`src/rtl/hamming_encoder_engine_pkg.sv`:
```
// Shared types and constants for the Hamming(15,11) encoder engine.
// Codeword bit positions follow the classic Hamming numbering, with p0 in bit 0.
package hamming_pkg;

  typedef enum logic [2:0] {
    IDLE,
    RD_LSW,
    RD_MSW,
    WR_LSW,
    WR_MSW,
    DONE
  } state_t;

  localparam int NUM_WORDS_DEFAULT = 15;

  localparam int P0  = 0;
  localparam int P1  = 1;
  localparam int P2  = 2;
  localparam int B1  = 3;
  localparam int P4  = 4;
  localparam int B2  = 5;
  localparam int B3  = 6;
  localparam int B4  = 7;
  localparam int P8  = 8;
  localparam int B5  = 9;
  localparam int B6  = 10;
  localparam int B7  = 11;
  localparam int B8  = 12;
  localparam int B9  = 13;
  localparam int B10 = 14;
  localparam int B11 = 15;

endpackage

```
`src/rtl/hamming_encoder_engine_parity.sv`:
```
// Combinational Hamming(15,11) codeword builder; msg[0] is b1, msg[10] is b11.
// Overall parity p0 is produced only when HAMMING_ENC_P0_EN is defined, else bit 0 is 0.
module hamming_parity
  import hamming_pkg::*;
(
  input  logic [10:0] msg,
  output logic [15:0] codeword
);

  logic p1, p2, p4, p8;

  always_comb begin
    p8 = ^msg[10:4];
    p4 = ^{msg[10], msg[9], msg[8], msg[7], msg[3], msg[2], msg[1]};
    p2 = ^{msg[10], msg[9], msg[6], msg[5], msg[3], msg[2], msg[0]};
    p1 = ^{msg[10], msg[8], msg[6], msg[4], msg[3], msg[1], msg[0]};

    codeword      = '0;
    codeword[B1]  = msg[0];
    codeword[B2]  = msg[1];
    codeword[B3]  = msg[2];
    codeword[B4]  = msg[3];
    codeword[B5]  = msg[4];
    codeword[B6]  = msg[5];
    codeword[B7]  = msg[6];
    codeword[B8]  = msg[7];
    codeword[B9]  = msg[8];
    codeword[B10] = msg[9];
    codeword[B11] = msg[10];
    codeword[P1]  = p1;
    codeword[P2]  = p2;
    codeword[P4]  = p4;
    codeword[P8]  = p8;
`ifdef HAMMING_ENC_P0_EN
    codeword[P0]  = ^{msg, p8, p4, p2, p1};
`else
    codeword[P0]  = 1'b0;
`endif
  end

endmodule

```
`src/rtl/hamming_encoder_engine.sv`:
```
// Sequential block encoder: reads 11-bit messages as byte pairs, writes 16-bit codewords back.
// Overall parity bit is controlled by the HAMMING_ENC_P0_EN macro (see hamming_parity).
module hamming_encoder_engine
  import hamming_pkg::*;
#(
  parameter int NUM_WORDS = NUM_WORDS_DEFAULT,
  parameter int SRC_BASE  = 0,
  parameter int DST_BASE  = 30
) (
  input  logic       Clk,
  input  logic       Reset,
  input  logic       Start,
  output logic       Busy,
  output logic       Done,
  output logic [7:0] mem_addr,
  output logic       mem_wen,
  output logic [7:0] mem_wdata,
  input  logic [7:0] mem_rdata
);

  localparam logic [5:0] LAST_IDX = 6'(NUM_WORDS - 1);
  localparam logic [7:0] SRC      = 8'(SRC_BASE);
  localparam logic [7:0] DST      = 8'(DST_BASE);

  state_t      state, state_nxt;
  logic [5:0]  idx;
  logic [7:0]  lsw;
  logic [2:0]  msw;
  logic [7:0]  offset;
  logic [15:0] codeword;
  logic        last;
  logic        unused_rdata_bits;

  assign offset            = {1'b0, idx, 1'b0};
  assign last              = (idx == LAST_IDX);
  assign unused_rdata_bits = ^mem_rdata[7:3];

  hamming_parity u_parity (
    .msg      ({msw, lsw}),
    .codeword (codeword)
  );

  always_ff @(posedge Clk or negedge Reset) begin
    if (!Reset) state <= IDLE;
    else        state <= state_nxt;
  end

  always_ff @(posedge Clk or negedge Reset) begin
    if (!Reset) begin
      idx <= '0;
      lsw <= '0;
      msw <= '0;
    end else begin
      case (state)
        IDLE, DONE: if (Start) idx <= '0;
        RD_LSW:     lsw <= mem_rdata;
        RD_MSW:     msw <= mem_rdata[2:0];
        WR_MSW:     if (!last) idx <= idx + 6'd1;
        default:    ;
      endcase
    end
  end

  // Addresses wrap naturally in 8 bits; bus outputs stay at zero when not busy.
  always_comb begin
    state_nxt = state;
    Busy      = 1'b0;
    Done      = 1'b0;
    mem_addr  = '0;
    mem_wen   = 1'b0;
    mem_wdata = '0;
    case (state)
      IDLE: begin
        if (Start) state_nxt = RD_LSW;
      end
      RD_LSW: begin
        Busy      = 1'b1;
        mem_addr  = SRC + offset;
        state_nxt = RD_MSW;
      end
      RD_MSW: begin
        Busy      = 1'b1;
        mem_addr  = SRC + offset + 8'd1;
        state_nxt = WR_LSW;
      end
      WR_LSW: begin
        Busy      = 1'b1;
        mem_addr  = DST + offset;
        mem_wen   = 1'b1;
        mem_wdata = codeword[7:0];
        state_nxt = WR_MSW;
      end
      WR_MSW: begin
        Busy      = 1'b1;
        mem_addr  = DST + offset + 8'd1;
        mem_wen   = 1'b1;
        mem_wdata = codeword[15:8];
        state_nxt = last ? DONE : RD_LSW;
      end
      DONE: begin
        Done = 1'b1;
        if (Start) state_nxt = RD_LSW;
      end
      default: state_nxt = IDLE;
    endcase
  end

endmodule

```
`config.mk`:
```
export PLATFORM = sky130hd
export DESIGN_NAME = hamming_encoder_engine
export DESIGN_NICKNAME = d
export VERILOG_FILES = /design/src/rtl/hamming_encoder_engine_pkg.sv /design/src/rtl/hamming_encoder_engine_parity.sv /design/src/rtl/hamming_encoder_engine.sv
export SDC_FILE = /design/constraint.sdc
export NUM_CORES = 1
export LEC_CHECK = 0
export CAP_MARGIN = 25
export CORE_UTILIZATION = 40
export CTS_BUF_LIST = sky130_fd_sc_hd__clkbuf_8
export CTS_CLUSTER_SIZE = 24
export DETAILED_ROUTE_END_ITERATION = 12
export PLACE_DENSITY = 0.68
export SLEW_MARGIN = 20
export SYNTH_ARGS = -nofsm -noshare
export SYNTH_HDL_FRONTEND = slang
export SYNTH_SLANG_ARGS = --single-unit
export TNS_END_PERCENT = 30
```
`constraint.sdc`:
```
create_clock -name Clk -period 1.8 [get_ports Clk]
set_input_delay 0.54 -clock Clk [delete_from_list [all_inputs] [get_ports Clk]]
set_output_delay 0.54 -clock Clk [all_outputs]
set_load 0.05 [all_outputs]
```
; Yosys cells after proc, flatten, opt, wreduce, memory -nomap -nowiden
; Index checks and enable logic that the tools add are counted.
[totals]
reg_bits = 20
output_inout_bits = 19
wordCells = 37
[op_classes]
addsub = 4
eq_ne = 8
muxes = 11
reduce_logical = 10
[op_table]
columns = cell, count
row1 = case mux 8 bit (4 select lines), 1
row2 = XOR reduction 7 bit, 4
row3 = case mux 8 bit (2 select lines), 1
row4 = case mux 3 bit (5 select lines), 1
row5 = two-way mux 6 bit, 2
row6 = case mux 6 bit (2 select lines), 1
row7 = "adder 5 x 7 -> 8 bit, first input constant", 1
row8 = "adder 7 x 1 -> 8 bit, second input constant", 1
row9 = "adder 8 x 1 -> 8 bit, second input constant", 1
row10 = "adder 6 x 1 -> 6 bit, second input constant", 1
row11 = "equality test 3 x 2 -> 1 bit, second input constant", 2
row12 = "equality test 3 bit, second input constant", 2
row13 = "equality test 6 x 4 -> 1 bit, second input constant", 1
row14 = two-way mux 3 bit, 2
row15 = OR reduction 2 bit, 2
row16 = OR reduction 4 bit, 1
row17 = "equality test 3 x 1 -> 1 bit, second input constant", 1
row18 = logical NOT 3 bit, 1
row19 = two-way mux 1 bit, 3
row20 = AND reduction 3 bit, 1
row21 = "inequality test 2 x 1 -> 1 bit, second input constant", 1
row22 = "inequality test 2 bit, second input constant", 1
row23 = nonzero test 2 bit, 1

; Logic depth before layout (Yosys ltp)
[logic_depth]
ltp_word = 4
mapped_depth = 7

; Modules after synthesis
; From an unflattened synthesis, not the netlist that was laid out.
[hier_totals]
cells_unflattened = 155
area_unflattened_um2 = 1631.6
[by_module_without_submodules]
columns = module, n_inst, cells_each, area_per_inst_um2, seq_area_each_um2
row1 = hamming_encoder_engine, 1, 126, 1277.5, 500.5
row2 = hamming_parity, 1, 29, 354.1, 0.0

; Worst setup path after synthesis
; Ideal clock, no wire load.
[synth_timing]
path_kind = register -> output
from = register state[2]
to = output port mem_addr[5]
arrival_time_ns = 2.124
t_required_ns = 1.260
setup_slack_ns = -0.864
path_stages_with_launch = 8
path_buffers = 1
path_cell_list = dfrtp_1 > buf_6 > nand2b_1 > nor2_1 > nor2_1 > inv_2 > a21oi_1 > a21oi_1
[synth_via]
elab_chain_cells = 2
word_cells_on_any_way = 5
cone_classes = eq/ne: 4 / mux: 1
[synth_lines]
columns = element, line_no
row1 = "start, declared", hamming_encoder_engine.sv:25  ; state_t state, state_nxt;
row2 = "start signal, assigned", hamming_encoder_engine.sv:45  ; else state <= state_nxt;
row3 = "equality test 3 bit, or another cell as far along", hamming_encoder_engine.sv:72  ; case (state)
row4 = case mux 8 bit (4 select lines) (*), hamming_encoder_engine.sv:72
row5 = "end, declared", hamming_encoder_engine.sv:15  ; output logic [7:0] mem_addr,
; Every way passes the cells marked *; elsewhere a longest branch is shown, timed or not.

; Final worst setup path
[layout_timing]
from = register lsw[6]
to = output port mem_wdata[2]
[layout_via]
elab_chain_cells = 2
[layout_lines]
columns = element, line_no
row1 = "start, declared", hamming_encoder_engine.sv:27  ; logic [7:0] lsw;
row2 = "start signal, assigned", hamming_encoder_engine.sv:56  ; RD_LSW: lsw <= mem_rdata;
row3 = XOR reduction 7 bit, hamming_encoder_engine_parity.sv:15  ; p2 = ^{msg[10], msg[9], msg[6], msg[5], msg[3], msg[2], msg[0]};
row4 = case mux 8 bit (2 select lines), hamming_encoder_engine.sv:72
row5 = "end, declared", hamming_encoder_engine.sv:17  ; output logic [7:0] mem_wdata,
; Every way passes these cells.

==> impl_metrics.env <==
export IMPL_drt_iter0_markers=42
export IMPL_area_growth_pct=88.4
export IMPL_min_path_type="flip-flop to flip-flop"
export IMPL_ys_ff_latch=20
export IMPL_outcome="complete, but fails checks"
export IMPL_worstPathRequired_ns=1.26
export IMPL_core_area_um2=3150
export IMPL_port_buffers=29
export IMPL_dr_pass1_iters=4
export IMPL_num_rows=20
export IMPL_hold_viol_final=0
export IMPL_syn_inst=137
export IMPL_cts_sinks=20
export IMPL_max_clock_freq_mhz=414
export IMPL_grt_pass1_vias=1522
export IMPL_critical_path_max_stage_delay_ns=0.45
export IMPL_r2r_slack_ns=0.15
export IMPL_finalCriticalPeriod_ns=2.42
export IMPL_postCtsHoldBufs=0
export IMPL_vias=1397
export IMPL_cp_cell_sequence="xnor2_2, xnor3_1, o21ai_0, a22o_2, buf_12"
export IMPL_n_antenna_cell=0
export IMPL_syn_num_nets=151
export IMPL_fin_nets=224
export IMPL_antenna_found_initial=0
export IMPL_clk_pin_slew_ns=0.08
export IMPL_hold_end="idx[0]"
export IMPL_vias_per_cell=5.52
export IMPL_crit_path_top_delay_cell="xnor3_1"
export IMPL_io_pins=30
export IMPL_grt_usage_pct=26.2
export IMPL_synth_edf_count=0
export IMPL_drive_gt1_share_pct=58.9
export IMPL_violations="negative setup slack"
export IMPL_ff2ff_path_depth=5
export IMPL_end_kind="primary output"
export IMPL_die_w_um=60.7
export IMPL_antenna_left=0
export IMPL_finalWorstSetupSlack_ns=-0.615
export IMPL_arrival_ns=1.88
export IMPL_hold_start="idx[0]"
export IMPL_multiInputGateArea_um2=1070
export IMPL_syn_area_um2=1380
export IMPL_wl_per_cell_um=17.9
export IMPL_ys_seq_area_share_pct=36.3
export IMPL_slew_violations=0
export IMPL_min_period_over_period_pct=134
export IMPL_start_kind="flip-flop"
export IMPL_critPathMaxFanout=2
export IMPL_synth_warnings=0
export IMPL_rsz0062_at_grt="yes"
export IMPL_gp_congestion=0.838
export IMPL_design_area_um2=2590
export IMPL_maxCapViolations=0
export IMPL_setup_viol=19
export IMPL_grt_start_max_net_pins=21
export IMPL_fillers=181
export IMPL_clock_tree_root_cell="clkbuf_8"
export IMPL_skew_ns=0.00525
export IMPL_drcViolationCount=0
export IMPL_cts_buffers_inserted=3
export IMPL_post_dp_hpwl_mm=3.15
export IMPL_crit_path_start="lsw[6]"
export IMPL_synthArstFlopShare_pct=100
export IMPL_grt_overflow=0
export IMPL_hold_path_depth=1
export IMPL_synth_flop_cell="dfrtp_1"
export IMPL_place_area_um2=2320
export IMPL_worstMarginPinSlew_ns=0.318
export IMPL_post_route_util_pct=82.3
export IMPL_r2r_start="idx[4]"
export IMPL_syn_area_per_cell_um2=10.1
export IMPL_wl_mm=4.52
export IMPL_max_slew_margin_pct=78.7
export IMPL_worst_setup_path_type="flip-flop to primary output"
export IMPL_die_y_um=60.7
export IMPL_clk_latency_ns=0.26
export IMPL_htree_num_levels=1
export IMPL_start_util_pct=43.7
export IMPL_cts_tree="done"
export IMPL_regArea_um2=502
export IMPL_worstReg2RegEnd="idx[4]"
export IMPL_cts_buffer_depth=2
export IMPL_dieArea_um2=3680
export IMPL_grt_pass1_wl_mm=6.96
export IMPL_yosysUniqueCellTypes=37
## cell usage in the layout, fill, tap and decap left out, types with 4 or more instances in the layout
cell / count
dfrtp_1: 19
nor2_1: 7
buf_6: 9
xnor2_2: 4
nor2_4: 4
o21ai_0: 5
buf_4: 36
xnor2_1: 6
mux2_2: 11
buf_12: 20
o21ai_4: 4
nand2_1: 6
a21oi_1: 5
a22o_2: 4
clkdlybuf4s50_1: 10
## critical path, delay by kind of cell, from the launching register on
family                 cells  cell delay [ns]
XOR/XNOR                   2             0.67
flip-flops                 1             0.42
AO/OA/AOI/OAI              2             0.39
buffers and inverters      1             0.13
## final cells by class
type | count | share of cell area [%]
Clock buffer | 3 | 1.59
Clock inverter | 1 | 1.16
Inverter | 4 | 0.771
Multi-Input combinational cell | 106 | 41.4
Sequential cell | 20 | 19.3
Tap cell | 44 | 2.12
Timing Repair Buffer | 75 | 33.6
## Yosys cell counts, drive strengths merged (2+ instances only)
master	n	share of area, %
dfrtp	20	36
a31o	2	1.3
a41oi	2	1.3
xnor2	11	7.0
xnor3	3	4.9
nand2b	2	0.91
nand2	6	1.6
buf	7	3.8
o31ai	2	1.1
ha	3	2.7
nand3	2	0.73
inv	4	1.1
o21ai	14	5.1
and3	2	0.91
nor2	14	4.4
mux2	11	9.0
a22o	9	5.7
a21oi	9	3.3
## metal layers
| layer | global-route usage, % | wire, um |
|---|---|---|
| met1 | 26.9 | 1710 |
| met2 | 49.9 | 2500 |
| met3 | 4.90 | 156 |
| met4 | 13.6 | 161 |
| met5 | 0 | 0 |
## flip-flops by register name, indices dropped and copies added (netlist names)
signal,cells
msw,3
lsw,8
state,3
idx,6
## per-stage QoR
stage	cells	worst slack (ns)	TNS, ns	hold slack (ns)
final	253	-0.615	-7.40	0.575
after global routing	253	-0.714	-8.52	0.596
after global placement	246	-0.270	-2.00	0.528
after detailed placement	246	-0.333	-3.05	0.539
after CTS	251	-0.590	-6.89	0.576
after floorplan	137	-0.250	-2.68	0.244
## logic make-up (layout without fill, tap and decap cells)
logic type | count (synthesis) | count (layout) | synth area share (%)
muxes | 11 | 11 | 8.99
AOI/OAI and AO/OA | 44 | 44 | 21.3
buffers and inverters | 11 | 83 | 4.90
and+or+nand+nor | 33 | 33 | 13.3
adders and majority gates | 3 | 3 | 2.73
xor gates and xnor gates | 15 | 15 | 12.5
DFF | 20 | 20 | 36.3
## what timing repair did
| item | CTS | global route |
|---|---|---|
| buffers inserted | 1 | 2 |
| resized for setup | 31 | 9 |
| pin swaps | 12 | 8 |
| endpoints found under the setup margin | 19 | 19 |
## worst max path at each step
stage,endpoint
after floorplan,mem_addr[6]
after global routing,mem_wdata[2]
after CTS,mem_wdata[2]
after detailed placement,mem_wdata[4]
after global placement,mem_wdata[4]
final,mem_wdata[2]
Power is left out: the tool's default activity adds up to more than one toggle a clock period on the data nets, which glitch-free logic cannot reach.
